**src/rtl/noc_pkg.sv**
```systemverilog
// Shared constants and state encoding for the packet round-robin arbiter.
package noc_pkg;
  localparam int NREQ_MAX   = 4;
  localparam int FLIT_CNT_W = 4;
  localparam int TIMER_W    = 8;

  typedef enum logic {
    IDLE = 1'b0,
    OWN  = 1'b1
  } arb_state_t;
endpackage

```
**src/rtl/rr_pick.sv**
```systemverilog
// Combinational round-robin picker: first unmasked set request scanning
// from ptr upward, wrapping at N.
module rr_pick #(
  parameter int N = 4
) (
  input  logic [N-1:0] req,
  input  logic [N-1:0] mask,
  input  logic [1:0]   ptr,
  output logic         found,
  output logic [1:0]   idx
);

  logic [2:0] pos;

  always_comb begin
    found = 1'b0;
    idx   = 2'd0;
    pos   = 3'd0;
    for (int k = 0; k < N; k++) begin
      pos = {1'b0, ptr} + 3'(k);
      if (pos >= 3'(N)) pos = pos - 3'(N);
      if (!found && req[pos[1:0]] && !mask[pos[1:0]]) begin
        found = 1'b1;
        idx   = pos[1:0];
      end
    end
  end

endmodule

```
**src/rtl/pkt_rr_arbiter.sv**
```systemverilog
// Packet-aware round-robin arbiter: holds a grant for PKT_LEN words, rotates
// priority on release, and force-releases an owner stalled for TIMEOUT cycles.
module pkt_rr_arbiter
  import noc_pkg::*;
#(
  parameter int NREQ    = 4,
  parameter int PKT_LEN = 4,
  parameter int TIMEOUT = 8
) (
  input  logic            clk,
  input  logic            reset,
  input  logic [NREQ-1:0] req,
  input  logic            xfer,
  output logic [NREQ-1:0] gnt,
  output logic [1:0]      gnt_id,
  output logic            busy,
  output logic [3:0]      flit_cnt,
  output logic            abort,
  output logic            xfer_err,
  output logic            state_dbg
);

  // Handshake: a word moves when xfer=1 while busy; gnt is registered and
  // only changes at a release edge, never combinationally from req.

  arb_state_t           state_q, state_d;
  logic [NREQ-1:0]      gnt_d;
  logic [1:0]           gnt_id_d;
  logic [FLIT_CNT_W-1:0] flit_d;
  logic [TIMER_W-1:0]   timer_q, timer_d;
  logic [1:0]           ptr_q, ptr_d;
  logic                 abort_d, xerr_d;
  logic                 done;

  logic                 own_req;
  logic [1:0]           next_id;
  logic [NREQ-1:0]      pick_mask;
  logic [1:0]           pick_ptr;
  logic                 pick_found;
  logic [1:0]           pick_idx;

  assign own_req   = req[gnt_id];
  assign next_id   = (gnt_id == 2'(NREQ-1)) ? 2'd0 : gnt_id + 2'd1;
  // During OWN the picker serves the release path: current owner excluded,
  // scanning from the rotated pointer.
  assign pick_mask = (state_q == OWN) ? (NREQ'(1) << gnt_id) : '0;
  assign pick_ptr  = (state_q == OWN) ? next_id : ptr_q;

  rr_pick #(.N(NREQ)) u_pick (
    .req   (req),
    .mask  (pick_mask),
    .ptr   (pick_ptr),
    .found (pick_found),
    .idx   (pick_idx)
  );

  always_comb begin
    state_d  = state_q;
    gnt_d    = gnt;
    gnt_id_d = gnt_id;
    flit_d   = flit_cnt;
    timer_d  = timer_q;
    ptr_d    = ptr_q;
    abort_d  = 1'b0;
    xerr_d   = 1'b0;
    done     = 1'b0;

    case (state_q)
      IDLE: begin
        xerr_d = xfer;
        if (pick_found) begin
          state_d  = OWN;
          gnt_d    = NREQ'(1) << pick_idx;
          gnt_id_d = pick_idx;
          flit_d   = '0;
          timer_d  = '0;
        end
      end
      OWN: begin
        if (xfer) begin
          timer_d = '0;
          if (flit_cnt == FLIT_CNT_W'(PKT_LEN-1)) done = 1'b1;
          else flit_d = flit_cnt + 4'd1;
        end else if (own_req) begin
          timer_d = '0;
        end else begin
          timer_d = timer_q + 8'd1;
          if (timer_q == TIMER_W'(TIMEOUT-1)) begin
            done    = 1'b1;
            abort_d = 1'b1;
          end
        end

        if (done) begin
          ptr_d   = next_id;
          flit_d  = '0;
          timer_d = '0;
          if (pick_found) begin
            gnt_d    = NREQ'(1) << pick_idx;
            gnt_id_d = pick_idx;
          end else begin
            state_d  = IDLE;
            gnt_d    = '0;
            gnt_id_d = 2'd0;
          end
        end
      end
      default: state_d = IDLE;
    endcase
  end

  always_ff @(posedge clk or negedge reset) begin
    if (!reset) begin
      state_q  <= IDLE;
      gnt      <= '0;
      gnt_id   <= 2'd0;
      flit_cnt <= '0;
      timer_q  <= '0;
      ptr_q    <= 2'd0;
      abort    <= 1'b0;
      xfer_err <= 1'b0;
    end else begin
      state_q  <= state_d;
      gnt      <= gnt_d;
      gnt_id   <= gnt_id_d;
      flit_cnt <= flit_d;
      timer_q  <= timer_d;
      ptr_q    <= ptr_d;
      abort    <= abort_d;
      xfer_err <= xerr_d;
    end
  end

  assign busy      = (state_q == OWN);
  assign state_dbg = state_q;

endmodule

```
**config.mk**
```make
export PLATFORM = sky130hd
export DESIGN_NAME = pkt_rr_arbiter
export DESIGN_NICKNAME = d
export VERILOG_FILES = /design/src/rtl/noc_pkg.sv /design/src/rtl/rr_pick.sv /design/src/rtl/pkt_rr_arbiter.sv
export SDC_FILE = /design/constraint.sdc
export NUM_CORES = 1
export LEC_CHECK = 0
export ABC_AREA = 1
export ABC_CLOCK_PERIOD_IN_PS = 2920
export CORE_ASPECT_RATIO = 0.7
export CORE_MARGIN = 2
export CORE_UTILIZATION = 50
export CTS_BUF_LIST = sky130_fd_sc_hd__clkbuf_8
export DETAILED_ROUTE_END_ITERATION = 6
export GPL_TIMING_DRIVEN = 0
export PLACE_DENSITY = 0.78
export SLEW_MARGIN = 15
export SYNTH_ARGS = -nofsm -noshare
export SYNTH_HDL_FRONTEND = slang
export SYNTH_SLANG_ARGS = --single-unit
```
**constraint.sdc**
```tcl
create_clock -name clk -period 2.92 [get_ports clk]
set_clock_uncertainty 0.15 [all_clocks]
set_input_delay 0.584 -clock clk [delete_from_list [all_inputs] [get_ports clk]]
set_output_delay 0.584 -clock clk [all_outputs]
set_load 0.02 [all_outputs]
```
Word level (Yosys, flattened, before mapping)
Cells that the tools add are included.
Storage, ports and cells
  bits of input ports: 7
  register bits: 23
  logic and storage cells: 116
Cells by class
  eq/ne operators: 7
  mux-type cells: 62
  reduce and logical (&&, ||, !) cells: 17
  $add $sub $neg: 10
  bitwise gates (word level): 1
  order comparisons: 9
  shift-type cells: 2
Operators by type and width (count)
  $mux W4: 8
  $mux W8: 4
  $mux W2: 13
  $mux W1: 23
  $bmux W1 S2: 9
  $pmux W4 S2: 2
  $pmux W8 S2: 1
  $lt A2 B3 Y1 const B: 5
  $ge A3 B3 Y1 const B: 3
  $add A8 B1 Y8 const B: 1
  $eq A8 B3 Y1 const B: 1
  $shl A1 B2 Y4 const A: 2
  $sub A2 B1 Y2 const B: 4
  $logic_and A1 B1 Y1: 7
  $logic_not A1 Y1: 7
  $add A2 B2 Y3 const B: 2
  $ne A3 B2 Y1 const B: 2
  $add A4 B1 Y4 const B: 1
  $eq A4 B2 Y1 const B: 1
  $pmux W2 S2: 1
  $reduce_and A2 Y1: 2
  $add A2 B1 Y3 const B: 1
  $ge A2 B3 Y1 const B: 1
  $reduce_and A3 Y1: 1
  6 further kinds: 6

Longest topological paths before layout
Gate-level depths: netlist of run 1.
  depth after elaboration: 26
  gate-level depth with buffers: 16

Modules after synthesis
From an unflattened synthesis of run 1, not the netlist that was laid out.
Second synthesis, totals
  cells, all modules: 218
  area, all modules: 1579.0 um^2
By module, submodules not included
  pkt_rr_arbiter: cells each 164, instances 1, area an instance 1310.0 um^2, sequential area each 575.6 um^2
  rr_pick: cells each 54, instances 1, area an instance 269.0 um^2, sequential area each 0.0 um^2

Least setup slack after synthesis of run 1
OpenSTA, ideal clock, no wires.
  path type: flip-flop to flip-flop
  start point: reg gnt_id[0]
  end point: reg timer_q[2]
  required time: 2.651 ns
  path buffers: 0
  stages on the path, launching flop included: 14
  slack: 0.496 ns
  clock period less this slack: 2.424 ns
  data arrival time: 2.155 ns
  path through: dfrtp_1 inv_1 ha_1 nand2_1 o21ai_1 nand3_1 nand2_2 nand2_1 nand2_4 nand3_4 nor2_8 inv_4 a21oi_1 nor2_1
Between the ends
  word-level cells in the longest chain between the ends: 23
  elaborated cells on any way between the ends: 65
  classes of those cells: add/sub (8); order compare (4); eq/ne (2); shift (1); mux (36); reduce/logical (14)
Ends and longest elaborated chain
  start, declared: line pkt_rr_arbiter.sv:15  | output logic [1:0] gnt_id,
  start signal, assigned: line pkt_rr_arbiter.sv:125  | gnt_id <= gnt_id_d;
  $add A2 B1 Y2 or $eq A2 B2 Y1 (tied branches): line pkt_rr_arbiter.sv:43  | assign next_id = (gnt_id == 2'(NREQ-1)) ? 2'd0 : gnt_id + 2'd1;
  $mux W2 (*): line pkt_rr_arbiter.sv:43
  named net next_id[1]: line pkt_rr_arbiter.sv:36  | logic [1:0] next_id;
  $mux W2 (*): line pkt_rr_arbiter.sv:47  | assign pick_ptr = (state_q == OWN) ? next_id : ptr_q;
  $ge A2 B3 Y1 or $sub A2 B1 Y2 (tied branches): line rr_pick.sv:21  | if (pos >= 3'(N)) pos = pos - 3'(N);
  $mux W2: line rr_pick.sv:21
  $bmux W1 S2: line rr_pick.sv:22  | if (!found && req[pos[1:0]] && !mask[pos[1:0]]) begin
  $mux W1 (not written as such): line rr_pick.sv:22
  (+6 left out)
  $mux W1: line rr_pick.sv:22
  $logic_not A1 Y1: line rr_pick.sv:22
  $logic_and A1 B1 Y1 (2 in series): line rr_pick.sv:22
  $mux W1: line rr_pick.sv:22
  $logic_not A1 Y1: line rr_pick.sv:22
  $logic_and A1 B1 Y1 (2 in series): line rr_pick.sv:22
  $mux W1 (*): line rr_pick.sv:22
  $ne A2 B2 Y1 (no source line) (*)
  end signal, assigned: line pkt_rr_arbiter.sv:127  | timer_q <= timer_d;
  end, declared: line pkt_rr_arbiter.sv:30  | logic [TIMER_W-1:0] timer_q, timer_d;
The timed path passes the listed nets; every way through them passes the cells marked *. The select of a mux whose other input is x is not followed.
A chain may end at the register's enable or synchronous reset.

Worst setup path in the final report of run 1
  start point: reg gnt_id[0]
  end point: reg gnt[3]
Between the ends
  word-level cells in the longest chain between the ends: 26
  elaborated cells on any way between the ends: 72
  classes of those cells: add/sub (8); order compare (4); eq/ne (3); shift (2); mux (40); reduce/logical (15)
Ends and longest elaborated chain
  $add A2 B1 Y2 or $eq A2 B2 Y1 (tied branches): line pkt_rr_arbiter.sv:43
  $mux W2 (*): line pkt_rr_arbiter.sv:43
  named net next_id[1]: line pkt_rr_arbiter.sv:36
  $mux W2 (*): line pkt_rr_arbiter.sv:47
  $ge A2 B3 Y1 or $sub A2 B1 Y2 (tied branches): line rr_pick.sv:21
  $mux W2: line rr_pick.sv:21
  $bmux W1 S2: line rr_pick.sv:22
  $mux W1 (not written as such): line rr_pick.sv:22
  (+10 left out)
  $mux W1: line rr_pick.sv:22
  $logic_not A1 Y1: line rr_pick.sv:22
  $logic_and A1 B1 Y1 (2 in series): line rr_pick.sv:22
  $mux W2: line rr_pick.sv:22
  $shl A1 B2 Y4: line pkt_rr_arbiter.sv:73, pkt_rr_arbiter.sv:99
  $mux W4: line pkt_rr_arbiter.sv:98  | if (pick_found) begin
  $mux W4: line pkt_rr_arbiter.sv:94  | if (done) begin
  $pmux W4 S2: line pkt_rr_arbiter.sv:68  | case (state_q)
  end signal, assigned: line pkt_rr_arbiter.sv:124  | gnt <= gnt_d;
  end, declared: line pkt_rr_arbiter.sv:14  | output logic [NREQ-1:0] gnt,
Marked as above.

==> results of run 1 <==
==> logic make-up after synthesis <==
group / share of synthesized area [%]
adders and majority gates: 4.552
AOI/OAI and AO/OA: 10.02
DFF: 34.90
xor gates and xnor gates: 1.594
and+or+nand+nor: 39.91
buffers and inverters: 9.029
==> power groups by stage <==
| stage | registers [mW] | logic, mW | clock network [mW] |
|---|---|---|---|
| finish | 0.486 | 1.47 | 0.194 |
| global route | 0.501 | 1.66 | 0.211 |
| CTS | 0.485 | 1.46 | 0.199 |
| detailed placement | 0.491 | 1.45 | 0 |
| global placement | 0.491 | 1.42 | 0 |
| floorplan | 0.554 | 1.02 | 0 |
==> registers in the layout (all words and copies together), names as in the netlist <==
register / flops
abort: 1
busy: 1
flit_cnt: 4
gnt: 4
gnt_id: 2
ptr_q: 2
timer_q: 8
xfer_err: 1
==> per-layer routing <==
metal | track usage [%] | share of wire [%] | routed length, um | vias to the layer above
li1 | - | - | - | 812
met1 | 35.07 | 55 | 1909 | 679
met2 | 27.58 | 37 | 1301 | 43
met3 | 4.845 | 7.2 | 250 | 4
met4 | 2.778 | 0.49 | 17 | 0
met5 | 0 | 0 | 0 | -
==> final cells by class <==
cell class              instances  area [um^2]
plain buffers                   2        18.77
clock buffers                   3        41.29
clock inverters                 1        5.005
fillers                       312         1204
inverters                      34        130.1
multi-input cells             173        924.6
flip-flops and latches         23        576.8
well taps                      38        47.55
repair buffers                 20        200.2
==> worst reg2reg max path, delay by kind of cell (launching register included) <==
kind            cells  cell delay, ns
fa+ha+maj           1            0.34
simple gates       10            1.17
compound gates      1            0.22
flops               1            0.46
buf+inv             1            0.13
==> worst min path at each step <==
stage	endpoint	slack (ns)	cells after the start
2_1_floorplan	abort	0.14	0
3_3_place_gp	timer_q[4]	0.33	2
3_5_place_dp	timer_q[4]	0.34	2
4_1_cts	timer_q[4]	0.36	2
5_1_grt	timer_q[4]	0.39	2
6_report	timer_q[4]	0.35	2
==> cells in the mapped netlist <==
cell,instances,area (um^2)
inv_2,2,7.510
nor3_1,6,30.03
nand2_4,3,33.78
nand2_2,5,31.28
nand3b_1,1,7.510
o21ai_1,11,55.05
nor2_1,11,41.29
o21ai_2,1,8.760
inv_4,1,6.260
xnor2_1,1,8.760
nand3_4,1,17.52
dfrtp_1,23,575.6
a21oi_1,5,25.02
a21oi_2,2,17.52
a31oi_1,2,12.51
xor2_1,2,17.52
nand2_1,63,236.5
nor2_8,1,20.02
ha_1,6,75.07
o22ai_1,1,6.260
clkinv_1,1,3.750
nand3_2,1,10.01
buf_6,1,11.26
nor2_4,2,22.52
inv_1,30,112.6
buf_4,1,7.510
nand4_1,6,37.54
o21ai_0,8,40.04
nand3_1,34,170.2
==> summary.txt, run 1 <==
Setup path
  – Reg-to-reg endpoint: gnt[3]
  – Critical path start-end classification: reg2reg
  – Slowest cell on crit path: dfrtp_2
  – R2R setup slack: 0.35 ns
  – Slowest stage delay, CP: 0.46 ns
  – CP cell instances: inv_1 -> ha_1 -> nand2_1 -> o21ai_1 -> nand3_1 -> nand2_2 -> nand2_1 -> nand2_1 -> nand3_4 -> nand2_1 -> nand2_2 -> nand3_1 -> nand2_1
  – Crit path from: gnt_id[0]
  – Top Family by Delay on Critical Path: simple AND/OR/NAND/NOR gates
  – CP Depth: 13
  – CP Capture Type: flop
  – FF-to-FF path depth: 13
  – Critical R2R Launch: gnt_id[0]
  – Crit path to: gnt[3]
  – Critical Path RT: 2.93 ns
  – Critical Path Fanout Max: 9
  – CP startpoint kind: flop
  – WP data arrival: ~2.6 ns
  – WP buf/inv: 1
  – Cell mode on critical path: nand2_1

Placed design
  – PortBufs: 20
  – Global placement routability congestion: roughly 0.94
  – Cell Area, Placed: approximately 0.0019 mm^2
  – Final HPWL DP: 2765 um
  – Pre-CTS setup slack: about 0.18 ns
  – # placed instances: 290

Synthesis
  – Post-Syn Area: 0.001649 mm^2
  – Synth Warn #: 0
  – Number of synthesized register bits: 23
  – Synth cell types: 29
  – Average size of a mapped cell: 7.108 um^2
  – Gate Count Post-Synth: approximately 230
  – Syn nets: around 250
  – Seq/Total Area, Yosys: 34.90%

Cells and area
  – Share of layout cells above drive strength 1: 10.16%
  – Final std cells w/o fill: 294
  – Post-layout util: 61.76%
  – Most frequent cells in the layout: nand2_1 (63), nand3_1 (34), inv_1 (30)
  – Final nets: 270
  – Cell area after layout: 0.001944 mm^2
  – Area Overhead vs Synth: 17.91%
  – Number of antenna cells inserted: 0
  – Most common cell after layout, fill and taps aside: nand2_1

Clocking
  – Clk slew on worst S/H paths: roughly 0.080 ns
  – CTS sink cnt: 23
  – TritonCTS Buffers: 3
  – Root buffer cell: clkbuf_8
  – Setup Buffers After CTS: 0
  – Clk buf depth: 2
  – Post-cts resize count: 0
  – CTS tree: done
  – H-tree depth: 1
  – Skew-Pair Late Insertion Delay: 0.26 ns
  – Cts hold-fix bufs: 0

Power
  – Sw power: 1.144 mW
  – Peak supply drop: 0.5962 mV
  – P_int: 1.002 mW
  – Reg power frac: 22.6%
  – Power Total: 2.145 mW
  – Clock group share of total power: ~9%
  – Net Sw Frac: roughly 53%
  – Ratio of total power to cell area: 1103 mW/mm^2
  – Static leakage: approximately 0.99 nW
  – Combinational power share: 68.3%

Floorplanning
  – Initial Util: 52.38%
  – Die ar.: 0.003781 mm^2
  – Total core area: 0.003148 mm^2
  – Boundary Pins: 21
  – Floorplan die height: around 52 um
  – # rows: 17
  – DIE WIDTH: 72.64 um

Run
  – Max-Cap Viols: 0

Route
  – Starting DRT DRC Count: about 110
  – Drt pass-1 iters: 4
  – DR DRC count: 0
  – ANT nets after route: 0
  – Routed Wire Length: 3479 um
  – Via density: 5.231
  – Vias: about 1,500
  – Routed len/inst: 11.83 um

Timing
  – Final Hold Viols: 0
  – RSZ-0062 raised after global routing: no
  – Endpoints failing setup: 0
  – Least-Margin Pin Slew: 0.9880 ns
  – Tmin final: roughly 2.6 ns
  – FMAX: ~0.4 GHz
  – Setup TNS: 0 ns
  – Final WS setup: 0.3507 ns
  – Hold_ws: roughly 0.35 ns
  – Relative slew slack: 33.93%
  – Final period util: 87.99%
  – Slew Viols, Final: 0

GRT
  – Number of global-route vias before repair: approximately 1,300
  – Largest net degree at the start of global routing: 24
  – Initial antenna violation count: 0
  – First-pass GRT wire length: 6203 um
  – GR Overflow Total: 0
  – All-layer global routing usage: 21.16%

Hold path
  – Hold Path Origin: timer_q[4]
  – Type of the most critical hold path: reg2reg

Run status
  – Status: finished, final reports clean
Power figures use the tool's default switching activity.
==> run 2, diff against run 1 <==
SETUP_SLACK_MARGIN = 0.02   (was default)
==> results of run 2 <==
No change in the layout: final DEF, timing and power equal those of run 1.
